[src/rtl/line_buffer_exchanger.sv]
// line_buffer_exchanger: rotates the one-hot-group line write enables
// and generates line-buffer write addresses for the conv datapath.
module line_buffer_exchanger #(
  parameter int NUM_LINES = 32,
  parameter int ADDR_W    = 8,
  parameter int SLIDE_W   = 9,
  parameter int CH_W      = 6,
  parameter int ROW_W     = 10
) (
  input  logic                 clk,
  input  logic                 rst,
  input  logic                 cfg_load,
  input  logic [SLIDE_W-1:0]   cfg_num_slide,
  input  logic [CH_W-1:0]      cfg_inch_grp,
  input  logic [CH_W-1:0]      cfg_ouch_grp,
  input  logic                 cfg_pad,
  input  logic [1:0]           cfg_rot_step,
  input  logic [1:0]           cfg_init_lines,
  input  logic [ROW_W-1:0]     cfg_num_rows,
  input  logic                 start,
  input  logic                 step,
  input  logic                 layer_abort,
  input  logic                 accum_en,
  input  logic                 fill_en,
  output logic [NUM_LINES-1:0] ex_we,
  output logic [NUM_LINES-1:0] ex_we_pad,
  output logic [ADDR_W-1:0]    ex_addr,
  output logic                 addr_valid,
  output logic                 switch_done,
  output logic                 layer_done,
  output logic                 busy,
  output logic                 cfg_err
);

  typedef enum logic {IDLE, RUN} state_t;

  state_t state, state_nxt;

  logic [SLIDE_W-1:0]   c_slide, slide_cnt;
  logic [CH_W-1:0]      c_inch, c_ouch;
  logic [CH_W-1:0]      inch_cnt, ouch_cnt;
  logic                 c_pad;
  logic [1:0]           c_rot, c_init, rot_amt;
  logic [ROW_W-1:0]     c_rows, row_cnt;
  logic [NUM_LINES-1:0] we_ring, pad_ring, init_mask;
  logic [63:0]          ld_span;
  logic [ADDR_W-1:0]    pitch, addr_calc;
  logic                 ld_err, adv, qual;
  logic                 inch_wrap, ouch_wrap, slide_wrap;
  logic                 sw, last, go, leave;

  function automatic logic [NUM_LINES-1:0] rotl(
    input logic [NUM_LINES-1:0] v,
    input logic [1:0]           n
  );
    return (v << n) | (v >> (NUM_LINES - int'(n)));
  endfunction

  assign ld_span = (64'(cfg_num_slide) + 64'd1 + 64'(cfg_pad))
                 * (64'(cfg_ouch_grp) + 64'd1);
  assign ld_err  = (ld_span > (64'd1 << ADDR_W))
                 || (int'({30'd0, cfg_init_lines}) > NUM_LINES);

  assign busy    = (state == RUN);
  assign qual    = accum_en | fill_en;
  assign adv     = busy & step & ~layer_abort;
  assign rot_amt = (c_rot == 2'd0) ? 2'd1 : c_rot;

  assign inch_wrap  = (inch_cnt == c_inch);
  assign ouch_wrap  = (ouch_cnt == c_ouch);
  assign slide_wrap = (slide_cnt == c_slide);
  assign sw   = adv & inch_wrap & ouch_wrap & slide_wrap;
  assign last = sw & (row_cnt == c_rows);
  assign go    = (state == IDLE) & (state_nxt == RUN);
  assign leave = (state == RUN) & (state_nxt == IDLE);

  assign pitch = ADDR_W'(c_slide) + ADDR_W'(1) + ADDR_W'(c_pad);
  assign addr_calc = ADDR_W'(slide_cnt) + pitch * ADDR_W'(ouch_cnt);

  assign ex_we     = we_ring & {NUM_LINES{qual}};
  assign ex_we_pad = pad_ring;

  // initial ring: lowest max(init_lines,1) lines enabled
  always_comb begin
    init_mask = '0;
    unique case (c_init)
      2'd2:    init_mask = NUM_LINES'(3);
      2'd3:    init_mask = NUM_LINES'(7);
      default: init_mask = NUM_LINES'(1);
    endcase
  end

  // layer state register
  always_ff @(posedge clk) begin
    if (!rst) state <= IDLE;
    else      state <= state_nxt;
  end

  // layer next-state: abort and final switch both end the layer
  always_comb begin
    state_nxt = state;
    unique case (state)
      IDLE: if (start && !cfg_err && !layer_abort) state_nxt = RUN;
      RUN:  if (layer_abort || last) state_nxt = IDLE;
      default: state_nxt = IDLE;
    endcase
  end

  // config capture, only while idle
  always_ff @(posedge clk) begin
    if (!rst) begin
      c_slide <= '0;
      c_inch  <= '0;
      c_ouch  <= '0;
      c_pad   <= 1'b0;
      c_rot   <= '0;
      c_init  <= '0;
      c_rows  <= '0;
      cfg_err <= 1'b0;
    end else if (state == IDLE && cfg_load) begin
      c_slide <= cfg_num_slide;
      c_inch  <= cfg_inch_grp;
      c_ouch  <= cfg_ouch_grp;
      c_pad   <= cfg_pad;
      c_rot   <= cfg_rot_step;
      c_init  <= cfg_init_lines;
      c_rows  <= cfg_num_rows;
      cfg_err <= ld_err;
    end
  end

  // nested window counters: inch inner, ouch middle, slide outer
  always_ff @(posedge clk) begin
    if (!rst || state_nxt != RUN || go) begin
      inch_cnt  <= '0;
      ouch_cnt  <= '0;
      slide_cnt <= '0;
      row_cnt   <= '0;
    end else if (adv) begin
      if (inch_wrap) begin
        inch_cnt <= '0;
        if (ouch_wrap) begin
          ouch_cnt <= '0;
          if (slide_wrap) slide_cnt <= '0;
          else            slide_cnt <= slide_cnt + 1'b1;
        end else begin
          ouch_cnt <= ouch_cnt + 1'b1;
        end
      end else begin
        inch_cnt <= inch_cnt + 1'b1;
      end
      if (sw) row_cnt <= row_cnt + 1'b1;
    end
  end

  // enable rings: seed on start, rotate on switch, clear on exit
  always_ff @(posedge clk) begin
    if (!rst) begin
      we_ring  <= '0;
      pad_ring <= '0;
    end else if (go) begin
      we_ring  <= init_mask;
      pad_ring <= init_mask;
    end else if (leave) begin
      we_ring  <= '0;
      pad_ring <= '0;
    end else if (sw) begin
      we_ring  <= rotl(we_ring, rot_amt);
      pad_ring <= rotl(pad_ring, rot_amt);
    end
  end

  // registered address, valid flag and event pulses
  always_ff @(posedge clk) begin
    if (!rst) begin
      ex_addr     <= '0;
      addr_valid  <= 1'b0;
      switch_done <= 1'b0;
      layer_done  <= 1'b0;
    end else begin
      ex_addr     <= addr_calc;
      addr_valid  <= busy & qual;
      switch_done <= sw;
      layer_done  <= last;
    end
  end

endmodule

[config.mk]
export PLATFORM = sky130hd
export DESIGN_NAME = line_buffer_exchanger
export DESIGN_NICKNAME = d
export VERILOG_FILES = /design/src/rtl/line_buffer_exchanger.sv
export SDC_FILE = /design/constraint.sdc
export NUM_CORES = 1
export LEC_CHECK = 0
export CAP_MARGIN = 20
export CORE_MARGIN = 1
export CORE_UTILIZATION = 60
export CTS_BUF_LIST = sky130_fd_sc_hd__clkbuf_4 sky130_fd_sc_hd__clkbuf_8
export DETAILED_ROUTE_END_ITERATION = 8
export PLACE_DENSITY = 0.84
export SYNTH_ARGS = -nofsm -noshare
export SYNTH_HDL_FRONTEND = slang
export SYNTH_SLANG_ARGS = --single-unit
export TNS_END_PERCENT = 50
[constraint.sdc]
create_clock -name clk -period 11.65 [get_ports clk]
set_input_delay 2.9125 -clock clk [delete_from_list [all_inputs] [get_ports clk]]
set_output_delay 2.9125 -clock clk [all_outputs]
set_load 0.02 [all_outputs]
==> impl_metrics.tcl, run 1 <==
set metrics [dict create \
    grt_pass1_vias 8793 \
    post_cts_buffers 0 \
    synth_xor_area_frac 0.0767 \
    slew_headroom 0.254 \
    fin_skew_ps 12.5 \
    worstReg2RegStart "c_slide[0]" \
    synthMuxAreaShare 0.0641 \
    grt_usage 0.286 \
    reg2reg_to "ex_addr[7]" \
    hp-class "flop to flop" \
    place.gp.congestion 0.879 \
    std_cell_rows 48 \
    hold_viol_final 0 \
    crit_chain "clkdlybuf4s50_1, ha_1, and3_1, xnor2_1, or2_2, fa_1, fa_1, inv_1, fa_1, inv_1, fa_1, inv_1, ha_1, nand3_1, o2111ai_1, a21oi_1, o21ai_0, o311ai_0, nor4_1, a31oi_1" \
    drive_above_1_share 0.0490 \
    yosysUniqueCellTypes 59 \
    finish.utilization 0.713 \
    total_leakage_power_nw 4.85 \
    grt_max_degree 130 \
    wl_per_cell_um 15.2 \
    die_w_um 135 \
    start_util 0.615 \
    required_ps 12000 \
    cp_max_fo 14 \
    fin_hold_ws_ps 463 \
    layout.cells.non_filler 1635 \
    status "finished, final reports clean" \
    slowest_stage "clkdlybuf4s50_1" \
    grt-ovfl-total 0 \
    ctsLongestPathBuffers 2 \
    synth_top_area_frac 0.271 \
    synthAdderAreaFrac 0.180 \
    p_sw_mw 0.519 \
    synth_top_family_by_area "simple AND/OR/NAND/NOR gates" \
    busiest_layer "met2" \
    p_sw_frac 0.364 \
    cts_max_level 4 \
    syn_to_final_growth_pct 15.9 \
    setup_viol 0 \
    core-area_um2 17300 \
    yosys_warnings 0 \
    dp_hpwl_um 17700 \
    nNetsFinal 1559 \
    hold_depth 2 \
    yosys.area_share.simple 0.215 \
    layout_common_cells "nor2_1, nand2_1, dfxtp_1" \
    ys.flop_type "dfxtp_1" \
    rsz0062_at_grt "false" \
    synth_edf_count 0 \
    arrival_ps 9020 \
    dieHeight_um 135 \
    pwr-share-comb 0.341 \
    drt_first_pass_iters 5 \
    final_common_cell "nor2_1" \
    async_flop_share 0 \
    power_density_nw_per_um2 116 \
    ir_drop_v 0.000192 \
    synth_seq_cells 144 \
    maxCapViolations 0 \
    tns_ps 0 \
    clock_sinks 144 \
    reg2reg_depth 20 \
    yosys.area.top_type "dfxtp_1" \
    post_cts_resized 0 \
    synth_area_per_cell_um2 8.05 \
    slew_viol_final 0 \
    yosysSeqAreaShare 0.271 \
    cts_tree "yes" \
    tightest_slew_ps 1110 \
    grt_pass1_wl_um 42000 \
    period_needed_ps 8670 \
    cts-root-buf "clkbuf_8" \
    dp.cells 1599 \
    pwr-share-clk 0.293 \
    start_kind "input pin" \
    fmax_mhz 115 \
    postRouteWirelength_um 24800 \
    critical_path_class "input pin to flop" \
    synthCells 1321 \
    synth.area.top_cells "dfxtp_1, fa_1, ha_1, nor2_1, mux2i_1" \
    avgViaCountPerCell 5.61 \
    antenna_found_initial 0 \
    cts_made_buffers 17 \
    port-buffer-count 120 \
    max_stage_delay_ps 660 \
    path_common_cell "fa_1" \
    clk_latency_ps 470 \
    io_pins 121 \
    min_from "c_init[0]" \
    clk_pin_slew_ps 90 \
    hold_buffers 0 \
    antenna_left 0 \
    synth_nets 1484 \
    holdPathEnd "c_init[0]" \
    rrSetupSlack_ps 6390 \
    vias 9177 \
    p_int_mw 0.906 \
    grt_util_met2 0.482 \
    met1_usage 0.371 \
    use_met3 0.0483 \
    netlist_area_um2 10600 \
    cp-end-kind "flop" \
    drc 0 \
    synth_compound_area_frac 0.132 \
    p_seq_frac 0.365 \
    initialDrtViolationCount 619 \
    dieArea_um2 18300 \
    post-route-period-util 0.744 \
]
## metal layers
layer | up-vias | share of wire | wire [um]
li1 | 4552 | - | -
met1 | 4362 | 0.45 | 11200
met2 | 223 | 0.49 | 12100
met3 | 40 | 0.039 | 980
met4 | 0 | 0.021 | 525
met5 | - | 0 | 0
## cells in the mapped netlist (all sizes together) (8+ instances only)
master	instances
dfxtp	144
inv	95
nand3	24
ha	63
a31oi	8
xnor2	46
nand2	148
xor2	42
mux2i	67
buf	16
a211oi	49
nor4	8
or2	17
clkbuf	55
nor2b	42
a21oi	104
nor3	11
nor2	196
nand4	12
fa	56
o21ai	38
nand2b	11
and2	12
## flip-flops by register name (all words and copies together) (netlist names)
signal and count:
addr_valid 1, busy 1, c_rot 2, layer_done 1
c_ouch 6, c_rows 10, switch_done 1, c_init 2
c_inch 6, c_slide 9, cfg_err 1, slide_cnt 9
ex_we_pad 32, c_pad 1, inch_cnt 6, row_cnt 10
we_ring 32, ex_addr 8, ouch_cnt 6
## cell type report
type	count	area (um^2)
Tap cell	225	282
Sequential cell	144	2890
Multi-Input combinational cell	1010	7110
Antenna cell	1	2.50
Timing Repair Buffer	127	1280
Clock inverter	15	176
Fill cell	1356	4960
Clock buffer	17	234
Inverter	96	360
## worst max-delay path by stage
stage                                start      end  slack [ps]  cells past startpoint
after CTS                  cfg_ouch_grp[0]  cfg_err        3020                     20
final                      cfg_ouch_grp[0]  cfg_err        2980                     20
after global routing       cfg_ouch_grp[0]  cfg_err        2520                     19
after floorplan           cfg_num_slide[0]  cfg_err        3660                     22
after detailed placement   cfg_ouch_grp[0]  cfg_err        2580                     20
after global placement     cfg_ouch_grp[0]  cfg_err        2720                     19
## critical path: cells and delay by family
family          cells  cell delay, ps
simple gates        4             840
fa+ha+maj           6            2790
xor+xnor            1             600
compound gates      5            1040
buf+inv             4             810
## power by group through the flow
| stage | Sequential (mW) | Combinational (mW) | Clock (mW) |
|---|---|---|---|
| after floorplan | 0.522 | 0.376 | 0 |
| after global placement | 0.537 | 0.461 | 0 |
| after detailed placement | 0.537 | 0.474 | 0 |
| after CTS | 0.526 | 0.479 | 0.422 |
| after global routing | 0.522 | 0.559 | 0.444 |
| final | 0.520 | 0.487 | 0.418 |
## metrics by stage
| stage | setup WS [ps] | total power [mW] | area (um^2) |
|---|---|---|---|
| global placement | 2720 | 0.997 | 11900 |
| global route | 2520 | 1.53 | 12300 |
| finish | 2980 | 1.43 | 12300 |
| CTS | 3020 | 1.43 | 12300 |
| detailed placement | 2580 | 1.01 | 11900 |
| floorplan | 3660 | 0.898 | 10600 |
## logic make-up (layout without fill, tap and decap cells)
family / after synthesis / in the layout
and+or+nand+nor: 501 / 501
other: 0 / 1
buffers and inverters: 167 / 255
DFF: 144 / 144
xor gates and xnor gates: 90 / 90
adders and majority gates: 120 / 120
muxes: 68 / 68
AOI/OAI and AO/OA: 231 / 231
(Power assumes the default switching activity.)
==> run 2, diff against run 1 <==
Settings changed: CORE_UTILIZATION 60 to 59, PLACE_DENSITY 0.84 to 0.83.
Clock period 11.65 ns to 8.1 ns, I/O delays scaled along.
==> run 2 against run 1 <==
  * Sequential share of layout area decreased by 0.083 points
  * Utilization is 0.48 points lower
  * Sequential power increased by 44%
  * Setup slack got worse by 2500 ps
  * Power up 42%
  * Sequential cell count is the same
  * Largest cell class unchanged
  * Clock power is 36% higher
  * Via count fell by 0.11%
  * Critical path depth up 1
==> impl_metrics.tcl, run 2 (synthesized netlist as in run 1, its figures left out) <==
set metrics [dict create \
    path_common_cell "fa_1" \
    met1_usage 0.361 \
    multi_input_area_um2 7110 \
    area.sequential_um2 2890 \
    grt_pass1_vias 8815 \
    grt_max_degree 130 \
    dp.cells 1608 \
    post_cts_buffers 0 \
    drt_first_pass_iters 5 \
    max_stage_delay_ps 570 \
    vias 9167 \
    drive_above_1_share 0.0550 \
    crit_family "adder cells" \
    port-buffer-count 120 \
    crit_chain "clkdlybuf4s50_1, inv_1, ha_1, nor2b_1, nand4_1, xor2_1, nor2_1, fa_1, fa_1, fa_1, inv_1, fa_1, inv_1, ha_1, a2111oi_0, o31ai_1, a31o_2, a21oi_1, xnor2_1, nor4_1, a31oi_1" \
    slew_headroom 0.284 \
    grt-ovfl-total 0 \
    drc 0 \
    fin_area_um2 12400 \
    pre_cts_slack_ps 161 \
    dieHeight_um 136 \
    antenna_left 0 \
    critPathBufInv 4 \
    diodes 0 \
    ir_drop_v 0.000201 \
    maxCapViolations 0 \
    slew_viol_final 0 \
    setup_viol 0 \
    dp_hpwl_um 17500 \
    rsz0062_at_grt "false" \
    post-route-period-util 0.935 \
    fin_skew_ps 17.0 \
    total_leakage_power_nw 4.89 \
    period_needed_ps 7570 \
    busiest_layer "met2" \
    hold_viol_final 0 \
    cts-root-buf "clkbuf_8" \
    cts_made_buffers 17 \
    cts_max_level 4 \
    rrSetupSlack_ps 2980 \
    nFillCells 1408 \
    place.gp.congestion 0.879 \
    ctsLongestPathBuffers 2 \
    fin_hold_ws_ps 454 \
    post_cts_resized 0 \
    grt_usage 0.276 \
    arrival_ps 7890 \
    placed_cell_area_um2 11900 \
    clock_sinks 144 \
    setup_slack_ps 529 \
    use_met3 0.0373 \
    final_common_cell "nor2_1" \
    critical_path_class "input pin to flop" \
    slowest_stage "fa_1" \
    grt_pass1_wl_um 41200 \
    clk_latency_ps 450 \
    clk_pin_slew_ps 80 \
    power_density_nw_per_um2 164 \
    cp-end-kind "flop" \
    hold_buffers 0 \
    core-area_um2 17500 \
    start_kind "input pin" \
    dieArea_um2 18600 \
    antenna_found_initial 0 \
    layout_common_cells "nor2_1, nand2_1, dfxtp_1" \
    tightest_slew_ps 1070 \
    grt_util_met2 0.459 \
    die_w_um 136 \
    nNetsFinal 1569 \
    wl_per_cell_um 14.8 \
    io_pins 121 \
    syn_to_final_growth_pct 16.3 \
    std_cell_rows 48 \
    layout.cells.non_filler 1642 \
    postRouteWirelength_um 24400 \
    required_ps 8420 \
    start_util 0.609 \
    avgViaCountPerCell 5.58 \
    hp-class "flop to flop" \
    initialDrtViolationCount 581 \
    fmax_mhz 132 \
    status "finished, final reports clean" \
    tns_ps 0 \
    cp_max_fo 7 \
    cts_tree "yes" \
]
run 2: cell types whose count changed in the layout (fill, tap and decap cells not counted), moves of 2 or more:
cell and change:
clkinv_4 +3, clkbuf_4 +2, buf_4 +9, inv_8 -4, clkinvlp_4 -2
run 2: final cells by class:
cell class / instances / area share
timing repair buffer: 137 / 0.109
inverter: 96 / 0.0291
tap: 225 / 0.0227
clock inverter: 11 / 0.0109
multi-input combinational: 1010 / 0.574
clock buffer: 19 / 0.0201
sequential: 144 / 0.233
run 2: worst min-delay path: cells and delay by family, from the launching register on:
kind | cells | cell delay, ps
flip-flops | 1 | 310
AO/OA/AOI/OAI | 1 | 50
AND/OR/NAND/NOR | 1 | 50
run 2: stage by stage:
stage / total power, mW / util
6_report: 2.03 / 0.708
3_5_place_dp: 1.46 / 0.683
4_1_cts: 2.03 / 0.705
2_1_floorplan: 1.29 / -
3_3_place_gp: 1.44 / 0.683
5_1_grt: 2.17 / 0.708
run 2: worst paths after layout:
path                                        from    endpoint  depth (start not counted)
worst min register to register         c_init[0]   c_init[0]                          2
worst max register to register        c_slide[0]  ex_addr[7]                         20
worst min-delay path                   c_init[0]   c_init[0]                          2
worst max-delay path            cfg_num_slide[0]     cfg_err                         21
run 2: power breakdown:
part           switching [mW]  total, mW  internal (mW)
logic                   0.406      0.709          0.302
clock network           0.287      0.569          0.281
registers              0.0264      0.748          0.722
total                   0.720       2.03           1.31
run 2: per-layer routing:
layer / vias to the layer above / share of wire / wire, um
met5: - / 0 / 0
met3: 61 / 0.032 / 779
met4: 0 / 0.029 / 709
met1: 4348 / 0.46 / 11200
met2: 191 / 0.48 / 11700
li1: 4567 / - / -
